==> config.mk <==
export PLATFORM = sky130hd
export DESIGN_NAME = rr_unit_scheduler
export DESIGN_NICKNAME = d
export VERILOG_FILES = /design/src/rtl/rr_unit_scheduler.sv
export SDC_FILE = /design/constraint.sdc
export NUM_CORES = 1
export LEC_CHECK = 0
export ABC_AREA = 1
export CAP_MARGIN = 5
export CORE_MARGIN = 3
export CORE_UTILIZATION = 39
export DETAILED_ROUTE_END_ITERATION = 6
export PLACE_DENSITY = 0.79
export SLEW_MARGIN = 20
export SYNTH_ARGS = -nofsm -noshare
export SYNTH_HDL_FRONTEND = slang
export SYNTH_SLANG_ARGS = --single-unit
export TNS_END_PERCENT = 100
==> constraint.sdc <==
create_clock -name clk -period 1.9 [get_ports clk]
set_input_delay 0.19 -clock clk [delete_from_list [all_inputs] [get_ports clk]]
set_output_delay 0.19 -clock clk [all_outputs]
set_load 0.02 [all_outputs]
==> src/rtl/rr_unit_scheduler.sv <==
// Round-robin scheduler sharing one multi-cycle arithmetic unit among
// N_REQ requesters; one transaction in flight, results tagged by index.
module rr_unit_scheduler #(
   parameter  int N_REQ  = 8,
   parameter  int DATA_W = 16,
   localparam int ID_W   = $clog2(N_REQ)
) (
   input  logic                    clk,
   input  logic                    rst,
   input  logic [N_REQ-1:0]        req,
   input  logic [N_REQ*DATA_W-1:0] req_data,
   output logic [N_REQ-1:0]        ack,
   output logic                    svc_valid,
   input  logic                    svc_ready,
   output logic [DATA_W-1:0]       svc_data,
   output logic [ID_W-1:0]         svc_id,
   input  logic                    rsp_valid,
   input  logic [DATA_W-1:0]       rsp_data,
   output logic [N_REQ-1:0]        done,
   output logic [DATA_W-1:0]       done_data,
   output logic                    busy,
   output logic                    err_stray
);

   typedef enum logic [1:0] {
      S_IDLE  = 2'd0,
      S_ISSUE = 2'd1,
      S_WAIT  = 2'd2
   } state_t;

   state_t          state;
   logic [ID_W-1:0] ptr;
   logic [N_REQ-1:0] masked;
   logic            m_hit;
   logic [ID_W-1:0] m_idx;
   logic [ID_W-1:0] u_idx;
   logic [ID_W-1:0] winner;
   logic [ID_W-1:0] ptr_next;

   // Two descending scans so the lowest set index wins each chain.
   always_comb begin
      masked = '0;
      m_hit  = 1'b0;
      m_idx  = '0;
      u_idx  = '0;
      for (int i = 0; i < N_REQ; i++) begin
         masked[i] = req[i] && (ID_W'(i) >= ptr);
      end
      for (int i = N_REQ - 1; i >= 0; i--) begin
         if (req[i]) begin
            u_idx = ID_W'(i);
         end
         if (masked[i]) begin
            m_hit = 1'b1;
            m_idx = ID_W'(i);
         end
      end
   end

   assign winner   = m_hit ? m_idx : u_idx;
   assign ptr_next = (svc_id == ID_W'(N_REQ - 1)) ? '0 : svc_id + ID_W'(1);

   // svc_valid is only high in ISSUE, so this is the handshake cycle.
   always_comb begin
      ack = '0;
      if (svc_valid && svc_ready) begin
         ack[svc_id] = 1'b1;
      end
   end

   always_ff @(posedge clk or posedge rst) begin
      if (rst) begin
         state     <= S_IDLE;
         ptr       <= '0;
         svc_valid <= 1'b0;
         svc_data  <= '0;
         svc_id    <= '0;
         done      <= '0;
         done_data <= '0;
         busy      <= 1'b0;
         err_stray <= 1'b0;
      end else begin
         done <= '0;
         if (rsp_valid && state != S_WAIT) begin
            err_stray <= 1'b1;
         end
         unique case (state)
            S_IDLE: begin
               if (|req) begin
                  svc_id    <= winner;
                  svc_data  <= req_data[int'(winner)*DATA_W +: DATA_W];
                  svc_valid <= 1'b1;
                  busy      <= 1'b1;
                  state     <= S_ISSUE;
               end
            end
            S_ISSUE: begin
               if (svc_ready) begin
                  svc_valid <= 1'b0;
                  state     <= S_WAIT;
               end
            end
            S_WAIT: begin
               if (rsp_valid) begin
                  done[svc_id] <= 1'b1;
                  done_data    <= rsp_data;
                  ptr          <= ptr_next;
                  busy         <= 1'b0;
                  state        <= S_IDLE;
               end
            end
            default: begin
               state <= S_IDLE;
            end
         endcase
      end
   end

endmodule

==> results of run 1 <==
[state kept, by name, summed over array words and instances, names as in the netlist]
register   count
svc_data      16
done_data     16
svc_id         3
ptr            3
err_stray      1
done           8
busy           1
svc_valid      1
state          2
[cell type report]
type / count / area [µm²]
Timing Repair Buffer: 249 / 2658
Multi-Input combinational cell: 421 / 2252
Fill cell: 687 / 2236
Sequential cell: 51 / 1284
Inverter: 67 / 251.5
Tap cell: 108 / 135.1
Clock buffer: 5 / 68.82
Clock inverter: 3 / 46.29
Antenna cell: 1 / 2.502
[layout by cell type, fill, tap and decap left out]
cell	instances
buf_6	5
clkbuf_8	5
nand2_1	167
o21ai_0	3
nor2_2	3
o21ai_2	1
buf_16	4
nand3_2	30
o31ai_1	1
nor2_1	25
o21bai_1	1
nand3_1	125
dfrtp_1	45
a21oi_2	2
nand2_2	18
o21ai_1	3
inv_1	62
nand3_4	3
buf_12	11
dfrtp_2	6
inv_2	5
nand2_8	1
clkinvlp_4	1
dlygate4sd2_1	7
bufinv_16	1
nor3_1	4
inv_6	1
nor2_4	2
nand3b_1	17
dlymetal6s2s_1	1
a21oi_1	2
diode_2	1
nor3_4	1
clkdlybuf4s50_1	201
buf_4	18
a21boi_1	1
clkbuf_16	2
nand2_4	9
ha_1	2
[metal layers]
layer / vias up / routed length [µm] / track usage [%]
met5: - / 0 / 0
met4: 0 / 857 / 13.35
met3: 59 / 995 / 3.924
met2: 230 / 7978 / 49.24
met1: 2271 / 5975 / 33.04
li1: 2276 / - / -
[synth_stat cells (all sizes together)]
cell	n	area share, %
ha	2	0.68
nand3	158	22
dfrtp	51	35
o21bai	1	0.20
inv	67	6.8
o21ai	7	0.95
buf	30	5.8
a21boi	1	0.20
clkbuf	6	0.61
nand2	195	20
nor3	5	0.82
nand3b	17	3.5
a21oi	4	0.65
o31ai	1	0.20
nor2	30	3.2
[worst min-delay path: stages]
cell and delay, ps:
clkdlybuf4s50_1 410, inv_2 60, buf_4 290
[cell families (layout without fill, tap and decap cells)]
| kind of cell | after synthesis | after routing | synth area share, % |
|---|---|---|---|
| and+or+nand+nor | 405 | 405 | 49.18 |
| buffers and inverters | 103 | 324 | 13.26 |
| DFF | 51 | 51 | 34.67 |
| AOI/OAI and AO/OA | 14 | 14 | 2.209 |
| adders and majority gates | 2 | 2 | 0.6797 |
| other | 0 | 1 | 0 |
[path summary, 6_finish.rpt]
| path | startpoint | end | slack (ps) | cells after the start |
|---|---|---|---|---|
| min reg2reg | done_data[11] | done_data[11] | 480 | 2 |
| min | rst | done_data[11] | 250 | 3 |
| max in group asynchronous | rst | svc_id[0] | 1340 | 3 |
| max | ptr[2] | svc_data[7] | -120 | 12 |
| min in group clk | rsp_data[3] | done_data[3] | 420 | 3 |
| max reg2reg | ptr[2] | svc_data[7] | -120 | 12 |
[what timing repair did]
item                       4_1_cts  5_1_grt
buffers inserted                13        1
setup endpoints to repair       23       18
pin swaps                       27       21
gates cloned                     7        2
resized for setup               61       45
[report_power, final]
part / switching (mW) / leakage (nW) / internal, mW / total (mW)
registers: 0.365 / 0.630 / 1.54 / 1.90
logic: 3.71 / 2.57 / 3.02 / 6.73
clock network: 0.372 / 0.0548 / 0.397 / 0.770
total: 4.45 / 3.26 / 4.96 / 9.41
[per-stage QoR]
stage               std cells  area, µm²
floorplan                 575       3681
global route              905       6698
global placement          877       5938
detailed placement        877       5938
finish                    905       6698
CTS                       905       6559
==> results by group, run 1 <==
Run status
  • Status: complete, but fails checks
  • Failing checks: negative setup slack

Yosys
  • Synth Register Bits: slightly above 50
  • Post-synthesis sequential area ratio: roughly a third
  • Cell area after synthesis: 3681 µm²
  • Avg Cell Area, Syn: 6.402 µm²
  • Post-synth cell types: 24
  • Mapped Cells: ~580
  • Warnings from Yosys: 0
  • Mapped Nets: between 700 and 800

Routing
  • DR pass1 iterations: 5
  • Drt total wl: about 16000 µm
  • DRC viols: 0
  • Via Count: 4836
  • DRT antenna net count: 0
  • Routed len/inst: 17.47 µm
  • Initial DRC Count: about 260
  • Vias per std cell: 5.344

Global route
  • Pin count of the biggest net entering global routing: between 60 and 70
  • First-pass GRT wire length: approximately 23000 µm
  • Initial antenna violation count: 1
  • Total grt overflow: 0
  • Overall Global Routing Usage: ~28%
  • Number of global-route vias before repair: 4799

Critical path
  • Critical Path AT: 2250 ps
  • Max stage delay cell, worst path: dfrtp_2
  • Critical-path cell list: nand3_2 -> a21oi_2 -> nand2_4 -> nor2_4 -> nand3_4 -> buf_4 -> buf_12 -> nand3_1 -> nand3_2 -> nand2_2 -> nand2_1 -> nand3_1
  • CP Buf/Inv Count: 2
  • Setup Crit Path Kind: reg -> reg
  • Worst path top cell family by delay: simple AND/OR/NAND/NOR gates
  • CP max FO: 32
  • CP Launch Type: register
  • Crit. End Element: register
  • CP Data Required Time: around 2100 ps
  • Crit path largest cell delay: roughly 520 ps

Place
  • Hpwl dp: approximately 11000 µm
  • Port Buffer Count: approximately 210
  • Pre-CTS setup slack: -466.6 ps
  • Placer Congestion: 1.017

STA
  • Setup TNS: -1211 ps
  • Final hold slack: 251.7 ps
  • Max Slew Vio Count: 0
  • Post-route clock skew: approximately 13 ps
  • Final setup margin: -115.1 ps
  • Worst slew pin tran: ~460 ps
  • RSZ-0062 raised after global routing: true
  • Worst relative slew slack: between 60% and 70%
  • Final hold violation count: 0
  • Final setup violation count: 16
  • Crit share post-route: 106.1%
  • Fin crit period: about 2000 ps
  • Peak Freq: 496.3 MHz

Finish
  • Final core utilization: 74.97%
  • Syn-to-layout area delta: 81.95%
  • Final #Nets: 953
  • Fraction of layout cells with a size suffix above 1: 16.21%

Pwr
  • Pwr per Cell Area: approximately 1400 nW/µm²
  • Total chip power: 9.407 mW
  • P_leak: about 3.3 nW
  • Worst VDD drop: just under 900 µV

Worst hold path
  • Hold WC Path Type: in -> async

CTS
  • CTS tree: done
  • CTS sink cnt: 51
  • H-tree depth: 2
  • Clk slew on worst S/H paths: roughly 100 ps
  • Hold_buf cts: 0
  • Clock latency on the worst-skew pair: 300 ps
  • CTS buffer count: 5
  • CTS max path bufs: 2
  • CTS root buf: clkbuf_8

Floorplanning
  • Die area: between 10000 and 15000 µm²
  • Chip Height: 103.2 µm
  • FP Rows: 34
  • Starting Density: approximately two fifths
  • Area of the core: 8934 µm²
  • IO Count: 210
  • Die width: 103.2 µm

Run
  • Max-cap violations: 0
Note: power is estimated with default switching activity, not from simulation.
==> inputs of run 2 (changes only) <==
--- a/config.mk
+++ b/config.mk
@@ -5,10 +5,9 @@
 export SDC_FILE = /design/constraint.sdc
 export NUM_CORES = 1
 export LEC_CHECK = 0
-export ABC_AREA = 1
 export CAP_MARGIN = 5
 export CORE_MARGIN = 3
-export CORE_UTILIZATION = 39
+export CORE_UTILIZATION = 38
 export DETAILED_ROUTE_END_ITERATION = 6
 export PLACE_DENSITY = 0.79
 export SLEW_MARGIN = 20
==> results by group, run 2 <==
Routing
  • Routed len/inst: 17.61 µm (+0.84%)
  • DRC viols: 0 (unchanged)
  • DR pass1 iterations: 4 (-1)
  • Initial DRC Count: 95 (-63%)
  • Drt total wl: 12360 µm (-22%)
  • Vias per std cell: 5.155 (-3.5%)
  • Via Count: 3619 (-25%)
  • DRT antenna net count: 0 (unchanged)

Critical path
  • Register-to-Register Path Depth: 11 (-1)
  • CP max FO: 10 (-69%)
  • R2r startpoint: ptr[1]
  • R2r endpoint: svc_data[8]
  • CP Data Required Time: 2120 ps (-20 ps)
  • Setup Crit Path Kind: reg -> reg
  • R2R Setup Slk: -370 ps (-250 ps)
  • Crit. End Element: register
  • CP Launch Type: register
  • Critical Path AT: 2490 ps (+240 ps)

Finish
  • Largest registers: done_data: 16 flops, svc_data: 16 flops, done: 8 flops
  • Multi-input gate area: 2081 µm² (-7.6%)
  • Fillers: 656 (-4.5%)
  • Final core utilization: 71.56% (-3.4 points)
  • Final #Nets: 751 (-21%)
  • Most frequent cells in the layout: clkdlybuf4s50_1 (201), nand2_1 (64), mux2i_1 (63)
  • Fraction of layout cells with a size suffix above 1: 19.02% (+2.8 points)
  • Register Area: 1279 µm² (-0.39%)
  • Diodes inserted: 0 (-1)
  • Syn-to-layout area delta: 81.79% (about the same)
  • Leading cell type in the layout, fill and taps excluded: clkdlybuf4s50_1

CTS
  • Hold_buf cts: 0 (unchanged)
  • CTS root buf: clkbuf_8
  • CTS max path bufs: 2 (unchanged)
  • H-tree depth: 2 (unchanged)
  • Clock latency on the worst-skew pair: 300 ps (about the same)
  • CTS sink cnt: 51 (unchanged)
  • Clk slew on worst S/H paths: 100 ps (about the same)
  • CTS buffer count: 5 (unchanged)
  • CTS tree: done

Floorplanning
  • FP Rows: 34 (unchanged)
  • IO Count: 210 (unchanged)
  • Area of the core: 8763 µm² (-1.9%)
  • Die area: 10260 µm² (-3.6%)
  • Starting Density: 39.36% (-1.8 points)
  • Chip Height: 101.3 µm (-1.8%)
  • Die width: 101.3 µm (-1.8%)

Pwr
  • Worst VDD drop: 712.1 µV (-18%)
  • Cell-internal power: 5.255 mW (+6.0%)
  • Pwr per Cell Area: 1424 nW/µm² (+1.4%)
  • Seq pwr share: 20.7% (+0.5 points)
  • P_leak: 2.779 nW (-15%)
  • Combinational share of power: 72.0% (+0.4 points)
  • Switching share of power: 41.16% (-6.1 points)
  • Clock Power Share: 7.2% (-1.0 points)
  • NetSw: 3.676 mW (-17%)

Global route
  • Total grt overflow: 0 (unchanged)
  • Initial antenna violation count: 0 (-1)
  • Pin count of the biggest net entering global routing: 37 (-43%)
  • Overall Global Routing Usage: 22.40% (-5.5 points)
  • Number of global-route vias before repair: 3744 (-22%)
  • First-pass GRT wire length: 18420 µm (-20%)

STA
  • Final setup margin: -369.1 ps (-253.9 ps)
  • RSZ-0062 raised after global routing: true
  • Worst relative slew slack: 73.20% (+4.1 points)
  • Worst slew pin tran: 401.5 ps (-62.08 ps)
  • Fin crit period: 2269 ps (+253.9 ps)
  • Post-route clock skew: 8.596 ps (-4.254 ps)
  • Final setup violation count: 19 (+3)
  • Peak Freq: 440.7 MHz (-11%)
  • Crit share post-route: 119.4% (+13 points)
  • Max Slew Vio Count: 0 (unchanged)
  • Final hold violation count: 0 (unchanged)

Yosys
  • Post-synthesis xor/xnor area fraction: 0% (unchanged)
  • Avg Cell Area, Syn: 9.941 µm² (+55%)
  • Async SR Flop Fraction: 100.0% (unchanged)
  • Post-synth cell types: 46 (+92%)
  • Synth top cells by count: nand2_1 (64), mux2i_1 (63), dfrtp_1 (51)
  • Multiplexer share of the synthesized area: 23.83% (+24 points)
  • Mapped Cells: 347 (-40%)
  • EDFF count, synth: 0 (unchanged)
  • Post-Synth Simple-Gate Area: 16.07% (-33 points)
  • Post-synthesis sequential area ratio: 37.00% (+2.3 points)
  • Area leader, netlist: dfrtp_1
  • Top_reg_cell synth: dfrtp_1
  • Post-synthesis adder-cell area fraction: 0.7254% (+0.046 points)
  • Ranking of synthesized cells by area: dfrtp_1 (37%), mux2i_1 (18%), nand2_1 (7.0%), a211oi_2 (5.8%), mux2_2 (4.9%)
  • Largest family of logic cells by synthesized area: multiplexers
  • Cell area after synthesis: 3450 µm² (-6.3%)
  • Mapped Nets: 505 (-31%)
  • Yosys top cell area share: 37.00% (+2.3 points)
  • Synth Register Bits: 51 (unchanged)
  • Most numerous cell in the Yosys netlist: nand2_1
  • Compound-Gate Fraction of Synth Area: 16.32% (+14 points)
  • Warnings from Yosys: 0 (unchanged)

Place
  • Port Buffer Count: 209 (unchanged)
  • Placer Congestion: 0.9232 (-9.2%)
  • Hpwl dp: 9376 µm (-12%)
  • Pre-CTS setup slack: -751.3 ps (-284.7 ps)

Run
  • Max-cap violations: 0 (unchanged)

Worst hold path
  • Hold WC Path Type: in -> async

Run status
  • Failing checks: negative setup slack
  • Status: complete, but fails checks
run 2: power by group through the flow:
stage	Clock, mW	Sequential (mW)	Combinational (mW)
CTS	0.659	1.84	6.04
global route	0.700	1.92	6.85
detailed placement	0	1.85	5.53
finish	0.647	1.85	6.43
global placement	0	1.84	5.42
floorplan	0	2.25	3.32
run 2: kinds of logic after synthesis:
| group | Yosys count |
|---|---|
| fa+ha+maj | 2 |
| buf+inv | 29 |
| compound gates | 62 |
| simple gates | 124 |
| mux | 79 |
| flops | 51 |
run 2: metrics by stage:
step	cells	setup TNS, ps	hold slack [ps]	power, mW	cell area (µm²)
floorplan	347	-917.6	295.4	5.565	3500
global placement	679	-11240	457.3	7.252	5847
detailed placement	679	-12300	461.6	7.376	5847
CTS	697	-4944	190.2	8.539	6117
global route	702	-6939	209.5	9.464	6271
finish	702	-5439	184.1	8.930	6271
run 2: cell type report:
type | count | share of cell area, %
Tap cell | 108 | 2.155
Sequential cell | 51 | 20.39
Inverter | 5 | 0.2993
Clock buffer | 5 | 1.097
Timing Repair Buffer | 263 | 42.50
Clock inverter | 3 | 0.3791
Multi-Input combinational cell | 267 | 33.18
run 2: repair_timing:
action / CTS / global route
endpoints found under the hold margin: 0 / 0
setup buffers: 8 / 4
endpoints found under the setup margin: 26 / 21
gates resized for setup: 23 / 14
cloned: 2 / 2
pin swaps: 11 / 16
run 2: worst max path at each step:
| stage | startpoint | endpoint | cells past startpoint |
|---|---|---|---|
| final | ptr[1] | svc_data[8] | 11 |
| after detailed placement | req[2] | svc_data[4] | 8 |
| after floorplan | ptr[1] | svc_data[7] | 9 |
| after CTS | ptr[1] | svc_data[11] | 11 |
| after global placement | req[2] | svc_data[15] | 8 |
| after global routing | ptr[1] | svc_data[11] | 11 |
run 2: layer usage:
layer | global-route usage, % | vias to the layer above | wire [µm]
li1 | - | 1736 | -
met1 | 27.06 | 1738 | 4953
met2 | 41.10 | 137 | 6403
met3 | 5.096 | 8 | 917
met4 | 3.783 | 0 | 89
met5 | 0 | - | 0
run 2: critical path, cell delays in order (launching register included):
cell and delay (ps):
dfrtp_2 480, nand3_4 110, a21oi_4 160, buf_4 140
nand4_1 160, a2bb2oi_4 190, buf_12 160, buf_8 130
buf_16 150, mux2i_1 120, a22o_1 240, a211oi_2 150
==> inputs of run 3 (changes only) <==
--- a/config.mk
+++ b/config.mk
@@ -7,9 +7,10 @@
 export LEC_CHECK = 0
 export CAP_MARGIN = 5
 export CORE_MARGIN = 3
-export CORE_UTILIZATION = 38
+export CORE_UTILIZATION = 39
+export CTS_BUF_LIST = sky130_fd_sc_hd__clkbuf_8
 export DETAILED_ROUTE_END_ITERATION = 6
-export PLACE_DENSITY = 0.79
+export PLACE_DENSITY = 0.81
 export SLEW_MARGIN = 20
 export SYNTH_ARGS = -nofsm -noshare
 export SYNTH_HDL_FRONTEND = slang
==> results by group, run 3 (same netlist as run 2, synthesis figures left out) <==
STA
  • Crit share post-route: 122.8% (+3.4 points)
  • Fin crit period: 2333 ps (+64.11 ps)
  • Final setup violation count: 17 (-2)
  • Peak Freq: 428.6 MHz (-2.7%)
  • Final hold violation count: 0 (unchanged)
  • Post-route clock skew: 10.56 ps (+1.960 ps)
  • Worst slew pin tran: 610.3 ps (+208.8 ps)
  • RSZ-0062 raised after global routing: true
  • Worst relative slew slack: 59.18% (-14 points)
  • Setup TNS: -5716 ps (-277.2 ps)
  • Final setup margin: -433.2 ps (-64.11 ps)
  • Max Slew Vio Count: 0 (unchanged)

Floorplanning
  • FP Rows: 33 (-2.9%)
  • Die width: 100.0 µm (-1.2%)
  • Chip Height: 100.0 µm (-1.2%)
  • Area of the core: 8382 µm² (-4.4%)
  • IO Count: 210 (unchanged)
  • Starting Density: 41.16% (+1.8 points)
  • Die area: 10010 µm² (-2.4%)

Place
  • Pre-CTS setup slack: -697.1 ps (+54.28 ps)
  • Port Buffer Count: 209 (unchanged)
  • Inst Count DP: 674 (-0.74%)
  • Placer Congestion: 0.8333 (-9.7%)
  • Hpwl dp: 9256 µm (-1.3%)

Finish
  • Fillers: 570 (-13%)
  • Most frequent cells in the layout: clkdlybuf4s50_1 (201), nand2_1 (64), mux2i_1 (62)
  • Fraction of layout cells with a size suffix above 1: 20.27% (+1.2 points)
  • Final core utilization: 76.09% (+4.5 points)
  • Leading cell type in the layout, fill and taps excluded: clkdlybuf4s50_1
  • Largest registers: done_data: 16 flops, svc_data: 16 flops, done: 8 flops
  • Final #Nets: 754 (+0.40%)
  • Non-filler cells, final: 702 (unchanged)
  • Syn-to-layout area delta: 84.87%
  • Multi-input gate area: 2120 µm² (+1.9%)
  • Register Area: 1280 µm² (about the same)
  • Diodes inserted: 0 (unchanged)

Critical path
  • CP Buf/Inv Count: 3 (-1)
  • CP max FO: 8 (-2)
  • Register-to-Register Path Depth: 10 (-1)
  • R2R Setup Slk: -430 ps (-60 ps)
  • Crit path largest cell delay: 490 ps (about the same)
  • Setup Crit Path Kind: reg -> reg
  • Worst path top cell family by delay: compound AO/OA/AOI/OAI gates
  • CP Launch Type: register
  • Max stage delay cell, worst path: dfrtp_2
  • Critical Path AT: 2560 ps (+70 ps)
  • CP Data Required Time: 2130 ps (about the same)
  • R2r startpoint: ptr[1]
  • Crit. End Element: register
  • R2r endpoint: svc_data[6]
  • Critical-path cell list: buf_4 -> nor2b_2 -> o32ai_4 -> a22oi_2 -> a2bb2oi_4 -> buf_6 -> clkbuf_16 -> mux2i_1 -> mux2_2 -> a211oi_2

CTS
  • Clk slew on worst S/H paths: 100 ps (about the same)
  • Clock latency on the worst-skew pair: 300 ps (about the same)
  • H-tree depth: 2 (unchanged)
  • CTS root buf: clkbuf_8
  • CTS buffer count: 5 (unchanged)
  • CTS sink cnt: 51 (unchanged)
  • CTS tree: done
  • Hold_buf cts: 0 (unchanged)
  • CTS max path bufs: 2 (unchanged)

Routing
  • Via Count: 3625 (+0.17%)
  • Routed len/inst: 17.68 µm (+0.38%)
  • Vias per std cell: 5.164 (+0.17%)
  • DR pass1 iterations: 4 (unchanged)
  • DRT antenna net count: 0 (unchanged)
  • Drt total wl: 12410 µm (+0.38%)
  • DRC viols: 0 (unchanged)
  • Initial DRC Count: 110 (+16%)

Global route
  • First-pass GRT wire length: 18260 µm (-0.90%)
  • Initial antenna violation count: 0 (unchanged)
  • Number of global-route vias before repair: 3739 (-0.13%)
  • Grt met3 use: 5.490% (+0.39 points)
  • Met2 Use GR: 43.10% (+2.0 points)
  • Most used routing layer: met2
  • Pin count of the biggest net entering global routing: 34 (-8.1%)
  • Total grt overflow: 0 (unchanged)
  • Overall Global Routing Usage: 22.55% (+0.15 points)
  • Met1 usage: 25.40% (-1.7 points)

Pwr
  • Combinational share of power: 72.1% (about the same)
  • Pwr per Cell Area: 1462 nW/µm² (+2.6%)
  • NetSw: 3.722 mW (+1.3%)
  • Clock Power Share: 8.1% (+0.9 points)
  • Worst VDD drop: 769.8 µV (+8.1%)
  • Switching share of power: 39.92% (-1.2 points)
  • Seq pwr share: 19.8% (-0.9 points)
  • P_leak: 2.879 nW (+3.6%)
  • Cell-internal power: 5.600 mW (+6.6%)
  • Total chip power: 9.322 mW (+4.4%)

Run status
  • Failing checks: negative setup slack
  • Status: complete, but fails checks

Run
  • Max-cap violations: 0 (unchanged)

Worst hold path
  • Hold WC Path Type: in -> async
==> run 3: changes by cell type in the layout (fill, tap and decap cells not counted), sizes merged <==
| cell | previous run | this run |
|---|---|---|
| buf | 52 | 53 |
| bufbuf | 0 | 1 |
| bufinv | 0 | 1 |
| clkbuf | 7 | 8 |
| clkdlybuf4s15 | 1 | 0 |
| clkinvlp | 2 | 0 |
| dlymetal6s2s | 0 | 1 |
| inv | 6 | 7 |
==> run 3: power by group through the flow <==
stage / Combinational [mW] / Clock, mW / Sequential [mW]
floorplan: 3.32 / 0 / 2.25
global placement: 5.51 / 0 / 1.84
detailed placement: 5.62 / 0 / 1.85
CTS: 6.13 / 0.777 / 1.85
global route: 7.14 / 0.815 / 1.89
finish: 6.72 / 0.758 / 1.84
==> run 3: worst register-to-register path: cells and delay by family, from the launching register on <==
kind	cells	cell delay (ps)
flip-flops	1	490
AND/OR/NAND/NOR	1	140
AO/OA/AOI/OAI	4	680
buffers and inverters	3	480
multiplexers	2	470
==> run 3: how the worst max path moves through the flow <==
stage,start,to,cells past startpoint
6_report,ptr[1],svc_data[6],10
2_1_floorplan,ptr[1],svc_data[7],9
4_1_cts,ptr[1],svc_data[13],10
5_1_grt,ptr[1],svc_data[6],10
3_3_place_gp,req[2],svc_data[12],8
3_5_place_dp,req[2],svc_data[12],8
==> run 3: repair_timing <==
action | 4_1_cts | 5_1_grt
setup endpoints to repair | 25 | 19
pin swaps | 11 | 10
buffers inserted | 9 | 7
gates cloned | 1 | 4
resized for setup | 25 | 17
hold endpoints to repair | 0 | 0
==> run 3: metal layers <==
| metal | up-vias | wire length, µm |
|---|---|---|
| met4 | 0 | 144 |
| met3 | 10 | 789 |
| met5 | - | 0 |
| met1 | 1757 | 4713 |
| li1 | 1734 | - |
| met2 | 124 | 6764 |
==> run 3: cell type report <==
type                       count  area share, %
inverter                       5         0.2943
tap                          105          2.060
timing repair buffer         266          42.59
clock buffer                   5          1.079
clock inverter                 3         0.6671
sequential                    51          20.07
multi-input combinational    267          33.24
==> run 3: stage by stage <==
step           area, µm²  hold WS, ps
6_report            6377        200.8
5_1_grt             6377        250.0
4_1_cts             6182        215.8
3_5_place_dp        5873        444.0
3_3_place_gp        5873        438.9
2_1_floorplan       3500        295.4
